<file path="config.mk">
export PLATFORM = sky130hd
export DESIGN_NAME = risc_sequencer
export DESIGN_NICKNAME = d
export VERILOG_FILES = /design/src/rtl/risc_pkg.sv /design/src/rtl/risc_sequencer.sv
export SDC_FILE = /design/constraint.sdc
export NUM_CORES = 1
export LEC_CHECK = 0
export CAP_MARGIN = 20
export CORE_AREA = 2 2 39 41
export DETAILED_ROUTE_END_ITERATION = 10
export DIE_AREA = 0 0 41 43
export PLACE_DENSITY = 0.61
export SLEW_MARGIN = 20
export SYNTH_ARGS = -nofsm -noshare
export SYNTH_HDL_FRONTEND = slang
export SYNTH_SLANG_ARGS = --single-unit
</file>
<file path="constraint.sdc">
create_clock -name CLK -period 3.8 [get_ports CLK]
set_input_delay 0.76 -clock CLK [delete_from_list [all_inputs] [get_ports CLK]]
set_output_delay 0.76 -clock CLK [all_outputs]
set_load 0.01 [all_outputs]
</file>
<file path="src/rtl/risc_pkg.sv">
// rtl/risc_pkg.sv - opcode/phase types and decode helper for the RISC sequencer
//
// Purpose : shared types for the eight-phase sequencer.
//   opcode_t  3-bit instruction opcode from the instruction register
//   phase_t   3-bit sequencer phase, INST_ADDR (0) .. STORE (7)
//   is_aluop  true for opcodes that read memory into the accumulator

package risc_pkg;

  typedef enum logic [2:0] {
    HLT = 3'd0,
    SKZ = 3'd1,
    ADD = 3'd2,
    AND = 3'd3,
    XOR = 3'd4,
    LDA = 3'd5,
    STO = 3'd6,
    JMP = 3'd7
  } opcode_t;

  typedef enum logic [2:0] {
    INST_ADDR  = 3'd0,
    INST_FETCH = 3'd1,
    INST_LOAD  = 3'd2,
    IDLE       = 3'd3,
    OP_ADDR    = 3'd4,
    OP_FETCH   = 3'd5,
    ALU_OP     = 3'd6,
    STORE      = 3'd7
  } phase_t;

  function automatic logic is_aluop(opcode_t op);
    return (op == ADD) || (op == AND) || (op == XOR) || (op == LDA);
  endfunction

endpackage

</file>
<file path="src/rtl/risc_sequencer.sv">
// rtl/risc_sequencer.sv - eight-phase instruction sequencer for the basic RISC core
//
// Purpose : steps through eight phases per instruction and decodes the
//           opcode and accumulator-zero flag into datapath strobes.
// Ports   :
//   CLK     in  system clock, rising edge
//   RST     in  synchronous reset, active-high
//   OPCODE  in  opcode field from the instruction register
//   ZERO    in  accumulator == 0
//   SEL     out address mux select (1 = PC, 0 = IR operand)
//   RD, WR  out memory read / write strobes
//   LD_IR   out instruction register load
//   LD_AC   out accumulator load
//   DATA_E  out accumulator drives data bus
//   PC_EN   out program counter enable
//   PC_LD   out program counter load (qualified by PC_EN)
//   HALT    out processor halted

module risc_sequencer
  import risc_pkg::*;
(
  input  logic    CLK,
  input  logic    RST,
  input  opcode_t OPCODE,
  input  logic    ZERO,
  output logic    SEL,
  output logic    RD,
  output logic    WR,
  output logic    LD_IR,
  output logic    LD_AC,
  output logic    DATA_E,
  output logic    PC_EN,
  output logic    PC_LD,
  output logic    HALT
);

  phase_t phase_q, phase_d;
  logic   halted_q, halted_d;
  logic   aluop;

  always_ff @(posedge CLK) begin
    if (RST) begin
      phase_q  <= INST_ADDR;
      halted_q <= 1'b0;
    end else begin
      phase_q  <= phase_d;
      halted_q <= halted_d;
    end
  end

  // Leaving OP_ADDR on HLT sets halted and parks the phase at OP_ADDR.
  always_comb begin
    phase_d  = phase_q;
    halted_d = halted_q;
    if (!halted_q) begin
      if (phase_q == OP_ADDR && OPCODE == HLT) begin
        halted_d = 1'b1;
      end else begin
        phase_d = phase_t'(3'(phase_q + 3'd1));
      end
    end
  end

  assign aluop = is_aluop(OPCODE);

  always_comb begin
    SEL    = 1'b0;
    RD     = 1'b0;
    WR     = 1'b0;
    LD_IR  = 1'b0;
    LD_AC  = 1'b0;
    DATA_E = 1'b0;
    PC_EN  = 1'b0;
    PC_LD  = 1'b0;
    HALT   = 1'b0;
    if (RST) begin
      SEL = 1'b1;
    end else if (halted_q) begin
      HALT = 1'b1;
    end else begin
      case (phase_q)
        INST_ADDR: begin
          SEL = 1'b1;
        end
        INST_FETCH: begin
          SEL = 1'b1;
          RD  = 1'b1;
        end
        INST_LOAD, IDLE: begin
          SEL   = 1'b1;
          RD    = 1'b1;
          LD_IR = 1'b1;
        end
        OP_ADDR: begin
          // PC still increments on the HLT decode cycle.
          PC_EN = 1'b1;
          HALT  = (OPCODE == HLT);
        end
        OP_FETCH: begin
          RD = aluop;
        end
        ALU_OP: begin
          RD     = aluop;
          DATA_E = (OPCODE == STO);
          if (OPCODE == JMP) begin
            PC_EN = 1'b1;
            PC_LD = 1'b1;
          end else if (OPCODE == SKZ && ZERO) begin
            PC_EN = 1'b1;
          end
        end
        STORE: begin
          RD     = aluop;
          LD_AC  = aluop;
          DATA_E = (OPCODE == STO);
          WR     = (OPCODE == STO);
          // JMP loads the same operand again; harmless and intended.
          if (OPCODE == JMP) begin
            PC_EN = 1'b1;
            PC_LD = 1'b1;
          end
        end
        default: begin
          SEL = 1'b0;
        end
      endcase
    end
  end

endmodule

</file>
# == Yosys cells after proc, flatten, opt, wreduce, memory -nomap -nowiden ==
# Cells that the tools add are included.
# W data, S select, Z words.
# word_totals
register_bits,4
in_bits,6
output_inout_bits,9
wordCells,64
# classes
add_sub_neg,1
n_eq_ne,14
n_mux,32
bitwise_logic,2
reduce_logical,13
# ops
operator,n
$mux W1,30
$eq A3 B3 Y1 const B,8
$eq A3 B2 Y1 const B,4
$eq A3 B1 Y1 const B,2
$logic_not A3 Y1,2
$reduce_or A3 Y1,2
$reduce_or A2 Y1,2
$reduce_or A4 Y1,1
$add A3 B1 Y3 const B,1
$logic_or A1 B1 Y1,3
$pmux W1 S3,1
$logic_and A1 B1 Y1,2
$not A1 Y1,2
$pmux W1 S2,1
$reduce_and A2 Y1,1

# == Logic depth before layout (Yosys ltp) ==
# logic_depth
ltp_word,7
depth_mapped,5
mapped_depth_nobuf,5

# == Worst setup path before layout ==
# OpenSTA, ideal clock, no wires.
# synth_timing
path_kind,in2out
start,input RST
end,output PC_EN
arrival_time_ps,1484
t_required_ps,3040
slack_ps,1556
stages,4
path_buffers,1
path_cell_list,buf_2 nor2_1 nand2_1 a211oi_1
# synth_via
elab_chain_cells,1
# synth_rtl
item,line,source
start: declaration,risc_sequencer.sv:23,"input logic RST,"
$mux W1,risc_sequencer.sv:76,if (RST) begin
end: declaration,risc_sequencer.sv:32,"output logic PC_EN,"
# No other way between the ends.

# == Worst setup path after layout ==
# layout_timing
start,input OPCODE[1]
end,output RD
# layout_via
elab_chain_cells,7
elab_cells_between_ends,10
cone_classes,4 x eq/ne; 3 x mux; 3 x reduce/logical
# layout_rtl
item,line,source
start: declaration,risc_sequencer.sv:24,"input opcode_t OPCODE,"
$eq A3 B2 Y1,risc_pkg.sv:33,return (op == ADD) || (op == AND) || (op == XOR) || (op == LDA);
$logic_or A1 B1 Y1 (2 in a row),risc_pkg.sv:33,
$logic_or A1 B1 Y1 *,risc_pkg.sv:33,
$pmux W1 S2 *,risc_sequencer.sv:81,case (phase_q)
$mux W1 *,risc_sequencer.sv:78,end else if (halted_q) begin
$mux W1 *,risc_sequencer.sv:76,
end: declaration,risc_sequencer.sv:27,"output logic RD,"
# Every way passes the cells marked *; elsewhere a longest branch is shown, timed or not.

==> results.yml <==
cells_and_area:
  post_route_cells_drive_above_1_share_pct: 12.3
  nFillCells: 135
  nets: 87
  antenna_cells_inserted: 0
  synthToLayoutAreaGrowth_pct: 41.5
  multi_input_area_sq_um: 330
  seqCellArea_sq_um: 80.1
clock_tree:
  clk_pin_slew_ps: 30
  cts-root-to-sink-buffers: 2
  clock_insertion_delay_worst_skew_ps: 230
  h-tree-depth: 1
  cts_inserted_buffers: 3
  cts_resized: 0
  clockRootBuffer: "sky130_fd_sc_hd__clkbuf_4"
  tritoncts_clock_tree: "built"
  cts_hold_buffers: 0
  post-cts-setup-buffers: 0
  clock-sinks: 4
setup_path:
  worst-setup-path-type: "in -> out"
  crit_path_start_kind: "input port"
  worstPathRequired_ps: 3040
  crit_path_end_kind: "output port"
  path_max_fanout: 7
  timing.reg2reg.setup_slack_ps: 2040
  timing.critical_path.arrival_ps: 2540
sta:
  worst-slew-pin-transition_ps: 429
  slew_headroom_pct: 71.3
  timing.final.max_slew_violations: 0
  post-route-min-period_ps: 3300
  final-setup-viol-count: 0
  layout_worst_path_cycle_share_pct: 87.0
  fin_ws_ps: 496
  hold_viol: 0
  worst_clock_skew_ps: 4.08
  setup_tns_ps: 0
  max_freq_ghz: 0.303
  unrepaired_setup_endpoints_after_global_routing: "no"
global_routing:
  grt.overflow.total: 0
  first_global_vias: 428
  grt_antenna_before_repair: 0
  grt_use_total_pct: 14.6
  global_route_wire_length_before_repair_microns: 1750
  grt_start_max_net_pins: 15
routing:
  wl_per_cell_microns: 11.8
  detailedRoute.firstPassIterationCount: 4
  vias_per_cell: 5.45
  antenna_violating_nets_post_route: 0
  routed_wirelength_microns: 1050
  vias: 485
  number_of_drc_violations_after_detailed_routing_iteration_0: 7
  drcViolationCount: 0
place:
  port_buffers: 14
  dp_hpwl_microns: 811
  routabilityCongestion: 0.717
  place_worst_setup_slack_ps: 492
yosys:
  synth.yosys.warnings: 0
  synth-seq-area-share_pct: 18.1
  synth-seq-cells: 4
  synth_cells: 57
  top_cells_by_area_in_the_synthesized_netlist: "sky130_fd_sc_hd__dfxtp_1, sky130_fd_sc_hd__ha_1, sky130_fd_sc_hd__a31oi_1"
  fraction_of_synthesized_cell_area_taken_by_the_top_area_cell_type_pct: 18.1
  average_footprint_of_a_synthesized_cell_sq_um: 7.77
  synth_commonest_cells: "sky130_fd_sc_hd__ha_1, sky130_fd_sc_hd__inv_1, sky130_fd_sc_hd__a21oi_1, sky130_fd_sc_hd__a31oi_1, sky130_fd_sc_hd__dfxtp_1"
  syn-cell-area_sq_um: 443
  asyncSetResetFlopFracSynth_pct: 0
  synth_enable_flop_cells: 0
  post_synth_cell_types: 26
  most_frequent_cell_after_synthesis: "sky130_fd_sc_hd__ha_1"
  synth_fp_nets: 69
  synthFlopType: "sky130_fd_sc_hd__dfxtp_1"
  synth_area_leader_cell: "sky130_fd_sc_hd__dfxtp_1"
floorplanning:
  fp-row-count: 14
  die_height_microns: 43
  floorplan.initialDensity_pct: 32.0
  top_level_ports: 15
  die_area_sq_um: 1760
  die_width_microns: 41
  core_area_sq_um: 1380
power:
  cellPowerDensity_nw_per_um2: 567
  power_leakage_uw: 0.000244
  vdd_drop_max_v: 0.000302
min_path:
  worst_hold_path_type: "reg -> reg"
outcome:
  run_status: "complete, no violations"
flow_run:
  max_cap_violations: 0
layout by cell type (no fill, tap or decap), types with 2 or more instances in the layout:
| master | netlist | final |
|---|---|---|
| sky130_fd_sc_hd__clkdlybuf4s50_1 | 0 | 14 |
| sky130_fd_sc_hd__ha_1 | 6 | 6 |
| sky130_fd_sc_hd__inv_1 | 5 | 5 |
| sky130_fd_sc_hd__a21oi_1 | 4 | 4 |
| sky130_fd_sc_hd__a31oi_1 | 4 | 4 |
| sky130_fd_sc_hd__dfxtp_1 | 4 | 4 |
| sky130_fd_sc_hd__o21ai_0 | 3 | 3 |
| sky130_fd_sc_hd__nor2_1 | 3 | 3 |
| sky130_fd_sc_hd__nand4_1 | 3 | 3 |
| sky130_fd_sc_hd__nand2_1 | 3 | 3 |
| sky130_fd_sc_hd__clkbuf_4 | 0 | 3 |
| sky130_fd_sc_hd__nor4b_1 | 2 | 2 |
| sky130_fd_sc_hd__nor4_1 | 2 | 2 |
| sky130_fd_sc_hd__and3_1 | 2 | 2 |
| sky130_fd_sc_hd__nand3_1 | 2 | 2 |
| sky130_fd_sc_hd__buf_4 | 0 | 2 |
state kept, by name, summed over array words and instances (netlist names):
signal    count
phase_q       3
halted_q      1
critical path, stage by stage:
cell	delay (ps)
sky130_fd_sc_hd__clkdlybuf4s50_1	610
sky130_fd_sc_hd__xor2_1	220
sky130_fd_sc_hd__o211ai_1	130
sky130_fd_sc_hd__a311oi_2	250
sky130_fd_sc_hd__clkdlybuf4s50_1	570
routing by layer:
metal | track usage, % | wire, microns | up-vias
met1 | 17.3 | 464 | 218
li1 | - | - | 252
met5 | 0 | 0 | -
met4 | 10.0 | 0 | 0
met2 | 21.6 | 510 | 15
met3 | 4.19 | 76 | 0
metrics by stage:
stage / cell area, sq um / std cells / power (uW) / utilization [%] / hold slack, ps
6_report: 627 / 89 / 356 / 45.3 / 598
5_1_grt: 627 / 89 / 396 / 45.3 / 628
4_1_cts: 627 / 89 / 362 / 45.3 / 605
3_5_place_dp: 604 / 86 / 307 / 43.7 / 601
3_3_place_gp: 604 / 86 / 306 / 43.7 / 597
2_1_floorplan: 443 / 57 / 234 / - / 541
logic make-up (layout without fill, tap and decap cells):
group	count (synthesis)	after routing	share of synthesized area (%)
compound gates	14	14	20.3
xor+xnor	1	1	1.98
fa+ha+maj	6	6	16.9
buf+inv	8	24	7.34
flops	4	4	18.1
simple gates	24	24	35.3
final cells by class:
cell class / instances / area share, %
multi-input combinational: 45 / 52.7
timing repair buffer: 16 / 24.8
sequential: 4 / 12.8
clock buffer: 3 / 3.59
tap: 16 / 3.19
inverter: 5 / 2.99
where the power goes:
part / internal, uW / switching [uW]
Clock: 35.1 / 15.0
Sequential: 59.5 / 38.2
Combinational: 114 / 93.6
worst paths after layout:
kind         startpoint          to  depth (start not counted)
max           OPCODE[1]          RD                          5
min          phase_q[0]  phase_q[0]                          2
max reg2reg  phase_q[1]  phase_q[1]                          6
min reg2reg  phase_q[0]  phase_q[0]                          2
(Power assumes the default switching activity.)
